$ cat src/rtl/bcp_pkg.sv
// bcp_pkg: shared types for the BCP clause feeder and the assignment logic
// that consumes its implications.
package bcp_pkg;

  localparam int BCP_VAR_NUM = 8;
  localparam int BCP_SZ_W    = $clog2(BCP_VAR_NUM + 1);

  // One stored clause: literal polarity (1 = positive), presence mask, literal count.
  typedef struct packed {
    logic [BCP_VAR_NUM-1:0] lit_type;
    logic [BCP_VAR_NUM-1:0] mask;
    logic [BCP_SZ_W-1:0]    size;
  } clause_word_t;

  typedef enum logic [2:0] {
    ST_IDLE,
    ST_LOAD,
    ST_EVAL,
    ST_SAMPLE,
    ST_REPORT
  } feeder_state_t;

  // A clause can never hold more literals than there are variables.
  function automatic logic [BCP_SZ_W-1:0] clamp_size(input logic [BCP_SZ_W-1:0] size);
    return (size > BCP_SZ_W'(BCP_VAR_NUM)) ? BCP_SZ_W'(BCP_VAR_NUM) : size;
  endfunction

endpackage

$ cat src/rtl/bcp_lowest_onehot.sv
// bcp_lowest_onehot: priority encoder returning the index of the lowest set
// bit and a flag that any bit is set.
module bcp_lowest_onehot #(
  parameter int W     = 8,
  parameter int IDX_W = (W > 1) ? $clog2(W) : 1
) (
  input  logic [W-1:0]     i_vec,
  output logic [IDX_W-1:0] o_idx,
  output logic             o_nonzero
);

  // Scan from the top down so the lowest set bit is the last one to win.
  always_comb begin
    o_idx = '0;
    for (int i = W - 1; i >= 0; i--) begin
      if (i_vec[i]) o_idx = IDX_W'(i);
    end
  end

  assign o_nonzero = |i_vec;

endmodule

$ cat src/rtl/bcp_clause_feeder.sv
// bcp_clause_feeder: holds a clause store and, on start, streams each clause
// to the BCP checker (load, size x evaluate, sample), reporting every unit
// clause as a (variable, value) implication.
// Optional build macro BCP_FEEDER_STOP_ON_UNIT_EN: end the scan at the first
// unit clause instead of scanning all requested clauses.
// VAR_NUM must equal bcp_pkg::BCP_VAR_NUM because the clause word is a package type.
module bcp_clause_feeder
  import bcp_pkg::*;
#(
  parameter int VAR_NUM    = BCP_VAR_NUM,
  parameter int CLAUSE_NUM = 16,
  parameter int SZ_W       = $clog2(VAR_NUM + 1)
) (
  input  logic                          clock,
  input  logic                          reset,
  input  logic                          wr_en,
  input  logic [$clog2(CLAUSE_NUM)-1:0] wr_addr,
  input  logic [VAR_NUM-1:0]            wr_type,
  input  logic [VAR_NUM-1:0]            wr_mask,
  input  logic [SZ_W-1:0]               wr_size,
  input  logic                          start,
  input  logic [$clog2(CLAUSE_NUM):0]   num_clauses,
  input  logic [VAR_NUM-1:0]            free,
  output logic                          chk_initial,
  output logic                          chk_en,
  output logic [VAR_NUM-1:0]            chk_clause_type,
  output logic [VAR_NUM-1:0]            chk_clause_mask,
  output logic [SZ_W-1:0]               chk_clause_size,
  output logic [VAR_NUM-1:0]            chk_free,
  input  logic                          chk_unit_exist,
  output logic                          busy,
  output logic                          done,
  output logic                          impl_valid,
  output logic [$clog2(VAR_NUM)-1:0]    impl_var,
  output logic                          impl_value,
  output logic [$clog2(CLAUSE_NUM)-1:0] clause_idx,
  output logic [$clog2(CLAUSE_NUM):0]   unit_count
);

  localparam int AW = $clog2(CLAUSE_NUM);
  localparam int CW = AW + 1;
  localparam int VW = $clog2(VAR_NUM);

`ifdef BCP_FEEDER_STOP_ON_UNIT_EN
  localparam bit STOP_ON_UNIT = 1'b1;
`else
  localparam bit STOP_ON_UNIT = 1'b0;
`endif

  feeder_state_t   r_state, w_next;
  clause_word_t    r_store [CLAUSE_NUM];
  clause_word_t    w_word;
  logic [SZ_W-1:0] w_size, r_cnt;
  logic [VAR_NUM-1:0] r_free;
  logic [CW-1:0]   r_num, w_num_clamped, r_unit_count;
  logic [AW-1:0]   r_clause_idx;
  logic [VW-1:0]   r_impl_var, w_low_idx;
  logic            r_verdict, r_done, r_impl_valid, r_impl_value;
  logic            w_low_nz, w_hit, w_last;

  // Clause store write port; only the idle sequencer accepts writes.
  // NOTE: storage arrays carry no reset; their contents are only meaningful once written.
  always_ff @(posedge clock) begin
    if (wr_en && r_state == ST_IDLE) begin
      r_store[wr_addr] <= '{lit_type: wr_type, mask: wr_mask, size: wr_size};
    end
  end

  assign w_word = r_store[r_clause_idx];
  assign w_size = clamp_size(w_word.size);

  bcp_lowest_onehot #(.W(VAR_NUM), .IDX_W(VW)) u_lowest (
    .i_vec     (w_word.mask & r_free),
    .o_idx     (w_low_idx),
    .o_nonzero (w_low_nz)
  );

  // A verdict with no free literal left is a conflict and raises nothing.
  assign w_hit  = r_verdict & w_low_nz;
  assign w_last = ((CW'(r_clause_idx) + CW'(1)) == r_num) || (STOP_ON_UNIT && w_hit);

  // The clause index cannot run past the store, so oversized scan requests are capped.
  assign w_num_clamped = (num_clauses > CW'(CLAUSE_NUM)) ? CW'(CLAUSE_NUM) : num_clauses;

  // State register.
  // NOTE: clocked state uses non-blocking assignments so every flop samples pre-edge values.
  always_ff @(posedge clock or posedge reset) begin
    if (reset) r_state <= ST_IDLE;
    else       r_state <= w_next;
  end

  // Next-state logic.
  // NOTE: the default assignment covers every path, so no latch is inferred.
  always_comb begin
    w_next = r_state;
    case (r_state)
      ST_IDLE:   if (start && num_clauses != '0) w_next = ST_LOAD;
      ST_LOAD:   w_next = (w_size == '0) ? ST_REPORT : ST_EVAL;
      ST_EVAL:   if (r_cnt == w_size) w_next = ST_SAMPLE;
      ST_SAMPLE: w_next = ST_REPORT;
      ST_REPORT: w_next = w_last ? ST_IDLE : ST_LOAD;
      default:   w_next = ST_IDLE;
    endcase
  end

  // Checker-facing outputs; the clause word is gated so idle outputs read zero.
  always_comb begin
    chk_initial     = 1'b0;
    chk_en          = 1'b0;
    busy            = (r_state != ST_IDLE);
    chk_clause_type = '0;
    chk_clause_mask = '0;
    chk_clause_size = '0;
    case (r_state)
      ST_LOAD: chk_initial = 1'b1;
      ST_EVAL: chk_en      = 1'b1;
      default: ;
    endcase
    if (busy) begin
      chk_clause_type = w_word.lit_type;
      chk_clause_mask = w_word.mask;
      chk_clause_size = w_size;
    end
  end

  // Scan datapath: latched request, eval counter, verdict and reported results.
  always_ff @(posedge clock or posedge reset) begin
    if (reset) begin
      r_free       <= '0;
      r_num        <= '0;
      r_cnt        <= '0;
      r_clause_idx <= '0;
      r_unit_count <= '0;
      r_verdict    <= 1'b0;
      r_done       <= 1'b0;
      r_impl_valid <= 1'b0;
      r_impl_var   <= '0;
      r_impl_value <= 1'b0;
    end else begin
      r_done       <= 1'b0;
      r_impl_valid <= 1'b0;
      case (r_state)
        ST_IDLE: begin
          if (start) begin
            if (num_clauses != '0) begin
              r_free       <= free;
              r_num        <= w_num_clamped;
              r_unit_count <= '0;
              r_clause_idx <= '0;
            end else begin
              r_done <= 1'b1;
            end
          end
        end
        ST_LOAD: begin
          r_cnt     <= SZ_W'(1);
          r_verdict <= 1'b0;
        end
        ST_EVAL:   if (r_cnt != w_size) r_cnt <= r_cnt + SZ_W'(1);
        ST_SAMPLE: r_verdict <= chk_unit_exist;
        ST_REPORT: begin
          if (w_hit) begin
            r_impl_valid <= 1'b1;
            r_impl_var   <= w_low_idx;
            r_impl_value <= w_word.lit_type[w_low_idx];
            r_unit_count <= r_unit_count + CW'(1);
          end
          if (w_last) r_done <= 1'b1;
          else        r_clause_idx <= r_clause_idx + AW'(1);
        end
        default: ;
      endcase
    end
  end

  assign chk_free   = r_free;
  assign done       = r_done;
  assign impl_valid = r_impl_valid;
  assign impl_var   = r_impl_var;
  assign impl_value = r_impl_value;
  assign clause_idx = r_clause_idx;
  assign unit_count = r_unit_count;

endmodule

$ cat config.mk
export PLATFORM = sky130hd
export DESIGN_NAME = bcp_clause_feeder
export DESIGN_NICKNAME = d
export VERILOG_FILES = /design/src/rtl/bcp_pkg.sv /design/src/rtl/bcp_lowest_onehot.sv /design/src/rtl/bcp_clause_feeder.sv
export SDC_FILE = /design/constraint.sdc
export NUM_CORES = 1
export LEC_CHECK = 0
export CAP_MARGIN = 20
export CORE_UTILIZATION = 64
export DETAILED_ROUTE_END_ITERATION = 16
export PLACE_DENSITY = 0.94
export SETUP_SLACK_MARGIN = 0.5
export SLEW_MARGIN = 20
export SYNTH_ARGS = -nofsm -noshare
export SYNTH_HDL_FRONTEND = slang
export SYNTH_HIERARCHICAL = 1
export SYNTH_SLANG_ARGS = --single-unit
export TNS_END_PERCENT = 10
$ cat constraint.sdc
create_clock -name clock -period 6.69 [get_ports clock]
set_input_delay 0.669 -clock clock [delete_from_list [all_inputs] [get_ports clock]]
set_output_delay 0.669 -clock clock [all_outputs]
set_load 0.005 [all_outputs]
==> report_table.html <==
<table>
<tr><th>Metric</th><th>Value</th></tr>
<tr><th colspan="2">Critical path</th></tr>
<tr><td>Critical Path Source</td><td>clause_idx[0]$_DFFE_PP0P_</td></tr>
<tr><td>Kind of critical path</td><td>flip-flop to flip-flop</td></tr>
<tr><td>Critical Path RT</td><td>7130 ps</td></tr>
<tr><td>CP Capture Type</td><td>flip-flop</td></tr>
<tr><td>Worst Setup Start Kind</td><td>flip-flop</td></tr>
<tr><td>Data arrival time of the critical path</td><td>5090 ps</td></tr>
<tr><td>Max FO, Critical Path</td><td>38</td></tr>
<tr><td>FF-to-FF Start</td><td>clause_idx[0]$_DFFE_PP0P_</td></tr>
<tr><td>R2R Setup Slk</td><td>2040 ps</td></tr>
<tr><th colspan="2">STA</th></tr>
<tr><td>Final count of negative-setup-slack endpoints</td><td>0</td></tr>
<tr><td>Clock period minus worst slack</td><td>4650 ps</td></tr>
<tr><td>Tightest slew margin relative to the limit</td><td>0.320</td></tr>
<tr><td>Max frequency</td><td>215 MHz</td></tr>
<tr><td>Final-report max-slew violation count</td><td>0</td></tr>
<tr><td>Tightest Pin Transition</td><td>1010 ps</td></tr>
<tr><td>Final Hold Vio Count</td><td>0</td></tr>
<tr><td>Setup TNS after final layout</td><td>0 ps</td></tr>
<tr><td>Hold WS</td><td>508 ps</td></tr>
<tr><td>Unrepaired setup endpoints after global routing</td><td>no</td></tr>
<tr><td>Ratio of final minimum period to clock period</td><td>0.695</td></tr>
<tr><td>Final clock skew</td><td>18.5 ps</td></tr>
<tr><th colspan="2">Synthesis</th></tr>
<tr><td>Simple logic cell fraction of the synthesized area</td><td>0.0569</td></tr>
<tr><td>Count of cell types in the netlist</td><td>59</td></tr>
<tr><td>Synth top area cells</td><td>sky130_fd_sc_hd__edfxtp_1, sky130_fd_sc_hd__mux4_2, sky130_fd_sc_hd__dfrtp_1</td></tr>
<tr><td>Average cell area after synthesis</td><td>20.0 um2</td></tr>
<tr><td>Proportion of synthesized area in mux cells</td><td>0.167</td></tr>
<tr><td>Mapped Nets</td><td>761</td></tr>
<tr><td>Parity-gate share of the synthesized area counting xor and xnor cells</td><td>0.00663</td></tr>
<tr><td>Yosys top cell area share</td><td>0.670</td></tr>
<tr><td>Commonest register cell after synthesis</td><td>sky130_fd_sc_hd__edfxtp_1</td></tr>
<tr><td>Leading cell type by number of instances after synthesis</td><td>sky130_fd_sc_hd__edfxtp_1</td></tr>
<tr><td>Post-synthesis sequential element count</td><td>356</td></tr>
<tr><td>Syn. warnings</td><td>6</td></tr>
<tr><td>Cells after Synth</td><td>716</td></tr>
<tr><td>Main combinational cell family by area after synthesis</td><td>multiplexers</td></tr>
<tr><td>Fraction of the mapped netlist area in adder cells</td><td>0.00262</td></tr>
<tr><td>Compound-Gate Fraction of Synth Area</td><td>0.0160</td></tr>
<tr><td>Cell types with the highest counts after synthesis</td><td>sky130_fd_sc_hd__edfxtp_1, sky130_fd_sc_hd__mux4_2, sky130_fd_sc_hd__nand2_1</td></tr>
<tr><td>Async set-reset flop share out of synthesis</td><td>0.101</td></tr>
<tr><td>Synth area leader</td><td>sky130_fd_sc_hd__edfxtp_1</td></tr>
<tr><td>Share of synthesized area occupied by flip-flops and latches</td><td>0.732</td></tr>
<tr><td>Post-Synthesis Cell Area</td><td>14,300 um2</td></tr>
<tr><td>Count of flip-flops with a built-in enable after synthesis</td><td>320</td></tr>
<tr><th colspan="2">Cells and area</th></tr>
<tr><td>Area growth, synth to finish</td><td>15.9%</td></tr>
<tr><td>Nets@finish</td><td>874</td></tr>
<tr><td>Post-route core utilization</td><td>0.760</td></tr>
<tr><td>Non-Filler Instances</td><td>1,136</td></tr>
<tr><td>Share of post-route cells with drive strength above 1</td><td>0.230</td></tr>
<tr><td>Number of inserted filler cells in the final layout</td><td>1,084</td></tr>
<tr><th colspan="2">GRT</th></tr>
<tr><td>Total global routing track utilization</td><td>0.329</td></tr>
<tr><td>Wire length of the first global-routing pass</td><td>52,000 um</td></tr>
<tr><td>Initial antenna violation count</td><td>1</td></tr>
<tr><td>Number of global-route vias before repair</td><td>8,000</td></tr>
<tr><td>Largest net degree at the start of global routing</td><td>51</td></tr>
<tr><td>GRT overflow</td><td>0</td></tr>
<tr><th colspan="2">Pwr</th></tr>
<tr><td>Worst voltage drop across the vdd grid</td><td>229 uV</td></tr>
<tr><td>Leakage</td><td>5.42 nW</td></tr>
<tr><td>PwrDens</td><td>361 nW/um2</td></tr>
<tr><td>Post-layout total power</td><td>0.00600 W</td></tr>
<tr><th colspan="2">Placed design</th></tr>
<tr><td>Number of buffers added on ports</td><td>87</td></tr>
<tr><td>Cell count after placement</td><td>1,070</td></tr>
<tr><td>Last weighted congestion value of the routability-driven placer</td><td>0.811</td></tr>
<tr><td>HPWL after detailed placement</td><td>19,800 um</td></tr>
<tr><th colspan="2">Clock network</th></tr>
<tr><td>Hold buffers post-CTS</td><td>0</td></tr>
<tr><td>Buffer cell driving the clock tree root</td><td>sky130_fd_sc_hd__clkbuf_16</td></tr>
<tr><td>Clock-pin transition on the worst setup and hold timing paths</td><td>60 ps</td></tr>
<tr><td>Total setup buffers inserted after CTS</td><td>0</td></tr>
<tr><td>H-tree depth reported by CTS</td><td>2</td></tr>
<tr><td>CTS tree</td><td>yes</td></tr>
<tr><td>CTS max path bufs</td><td>3</td></tr>
<tr><td>Clock latency on the worst-skew pair</td><td>520 ps</td></tr>
<tr><td>Number of buffers added by the clock tree synthesis step</td><td>36</td></tr>
<tr><td>Number of clock sinks</td><td>356</td></tr>
<tr><td>Post-cts gate resize count</td><td>0</td></tr>
<tr><th colspan="2">Floorplan</th></tr>
<tr><td>Number of placement rows</td><td>54</td></tr>
<tr><td>Top-level I/O count</td><td>88</td></tr>
<tr><td>Starting Density</td><td>0.655</td></tr>
<tr><td>Die Area</td><td>23,000 um2</td></tr>
<tr><td>Die Height</td><td>152 um</td></tr>
<tr><td>Area of the core</td><td>21,900 um2</td></tr>
<tr><td>Overall die width</td><td>152 um</td></tr>
<tr><th colspan="2">Min path</th></tr>
<tr><td>Hold/Removal Path Class</td><td>flip-flop to flip-flop</td></tr>
<tr><td>Hold wc startpoint</td><td>chk_free[2]$_DFFE_PP0P_</td></tr>
<tr><th colspan="2">Drt</th></tr>
<tr><td>Remaining antenna violation count after routing</td><td>0</td></tr>
<tr><td>DR vias</td><td>7,874</td></tr>
<tr><td>DR DRC count</td><td>0</td></tr>
<tr><td>Iteration-0 DRC Markers</td><td>927</td></tr>
<tr><td>Total length of routed wires</td><td>35,800 um</td></tr>
<tr><td>Router iterations before antenna repair</td><td>5</td></tr>
<tr><td>Final routed wire length divided by cell count</td><td>31.5 um</td></tr>
<tr><td>Via count normalized by instance count</td><td>6.93</td></tr>
<tr><th colspan="2">Status</th></tr>
<tr><td>Result of the run</td><td>finished clean</td></tr>
<tr><th colspan="2">Run</th></tr>
<tr><td>Reported max-cap violation count</td><td>0</td></tr>
</table>
[metrics by stage]
stage | instance area, um2 | setup slack (ps)
final | 16600 | 2040
after global routing | 16600 | 1810
after detailed placement | 15600 | 2160
after global placement | 15600 | 2450
after CTS | 16600 | 2060
after floorplan | 14300 | 3060
[where the power goes]
group	leakage (nW)	internal [W]	switching, W
logic	1.55	0.000760	0.000686
clock network	0.520	0.00104	0.000812
registers	3.35	0.00253	0.000176
[per-layer routing]
layer	vias to the layer above	wire, um	share of wire	track usage
li1	3106	-	-	-
met1	3980	12700	0.35	0.433
met3	115	3930	0.11	0.0689
met5	-	0	0	0
met4	0	1680	0.047	0.159
met2	673	17500	0.49	0.529
[cell families after synthesis]
kind of cell	count (synthesis)
and+or+nand+nor	163
AOI/OAI and AO/OA	29
xor gates and xnor gates	10
muxes	116
DFF	356
adders and majority gates	3
buffers and inverters	39
[final timing paths]
kind                                              to  cells after the start
max in group asynchronous  clause_idx[1]$_DFFE_PP0P_                      3
min in group asynchronous    chk_free[6]$_DFFE_PP0P_                      3
hold / removal               chk_free[2]$_DFFE_PP0P_                      2
setup / recovery              impl_value$_DFFE_PP0P_                      9
setup reg to reg              impl_value$_DFFE_PP0P_                      9
hold reg to reg              chk_free[2]$_DFFE_PP0P_                      2
[layout make-up]
class	instances	area (um2)	area share
multi-input combinational	321	3660	0.220
inverter	9	33.8	0.00203
clock buffer	51	988	0.0594
sequential	356	10500	0.632
timing repair buffer	105	1010	0.0605
clock inverter	13	75.1	0.00451
tap	280	350	0.0211
antenna	1	2.50	0.000150
[placed cells by master (no fill, tap or decap), types with 2 or more instances in the layout]
| master | Yosys | routed |
|---|---|---|
| sky130_fd_sc_hd__inv_6 | 0 | 2 |
| sky130_fd_sc_hd__nor3_1 | 8 | 4 |
| sky130_fd_sc_hd__clkinv_2 | 0 | 6 |
| sky130_fd_sc_hd__mux4_2 | 95 | 95 |
| sky130_fd_sc_hd__and3_1 | 2 | 2 |
| sky130_fd_sc_hd__nor2b_1 | 5 | 5 |
| sky130_fd_sc_hd__nand2_1 | 56 | 56 |
| sky130_fd_sc_hd__and2_1 | 25 | 25 |
| sky130_fd_sc_hd__o21ai_0 | 10 | 10 |
| sky130_fd_sc_hd__ha_1 | 3 | 3 |
| sky130_fd_sc_hd__nor2_4 | 0 | 7 |
| sky130_fd_sc_hd__a21oi_1 | 5 | 4 |
| sky130_fd_sc_hd__clkbuf_1 | 7 | 13 |
| sky130_fd_sc_hd__buf_4 | 3 | 18 |
| sky130_fd_sc_hd__edfxtp_1 | 320 | 320 |
| sky130_fd_sc_hd__nor3_2 | 0 | 4 |
| sky130_fd_sc_hd__xor2_1 | 7 | 7 |
| sky130_fd_sc_hd__nor3b_1 | 2 | 2 |
| sky130_fd_sc_hd__xnor2_1 | 2 | 2 |
| sky130_fd_sc_hd__clkdlybuf4s50_1 | 0 | 87 |
| sky130_fd_sc_hd__nand4b_1 | 2 | 2 |
| sky130_fd_sc_hd__nor2_1 | 33 | 21 |
| sky130_fd_sc_hd__dfrtp_1 | 36 | 33 |
| sky130_fd_sc_hd__nand2b_1 | 7 | 7 |
| sky130_fd_sc_hd__nand3_1 | 10 | 10 |
| sky130_fd_sc_hd__clkbuf_16 | 0 | 37 |
| sky130_fd_sc_hd__clkinv_1 | 1 | 4 |
| sky130_fd_sc_hd__mux2_4 | 2 | 2 |
| sky130_fd_sc_hd__inv_1 | 8 | 8 |
| sky130_fd_sc_hd__nand4_1 | 4 | 4 |
| sky130_fd_sc_hd__mux2i_1 | 15 | 15 |
| sky130_fd_sc_hd__dfrtp_4 | 0 | 2 |
| sky130_fd_sc_hd__a21oi_2 | 1 | 2 |
| sky130_fd_sc_hd__nor2_2 | 0 | 5 |
[sequential cells by signal (all words and copies together), names as in the netlist]
register and count:
r_store 320, clause_idx 4, done 1, impl_valid 1, unit_count 5, r_state 3
impl_var 3, impl_value 1, r_cnt 4, r_num 5, r_verdict 1, chk_free 8
[worst max-delay path, stage by stage, from the launching register on]
cell,delay (ps)
sky130_fd_sc_hd__dfrtp_4,930
sky130_fd_sc_hd__buf_4,440
sky130_fd_sc_hd__mux4_2,560
sky130_fd_sc_hd__mux4_2,530
sky130_fd_sc_hd__and2_1,210
sky130_fd_sc_hd__nor2_1,160
sky130_fd_sc_hd__a21boi_0,820
sky130_fd_sc_hd__mux2i_1,250
sky130_fd_sc_hd__mux4_2,510
sky130_fd_sc_hd__a21oi_1,160
Note: power is estimated with default switching activity, not from simulation.
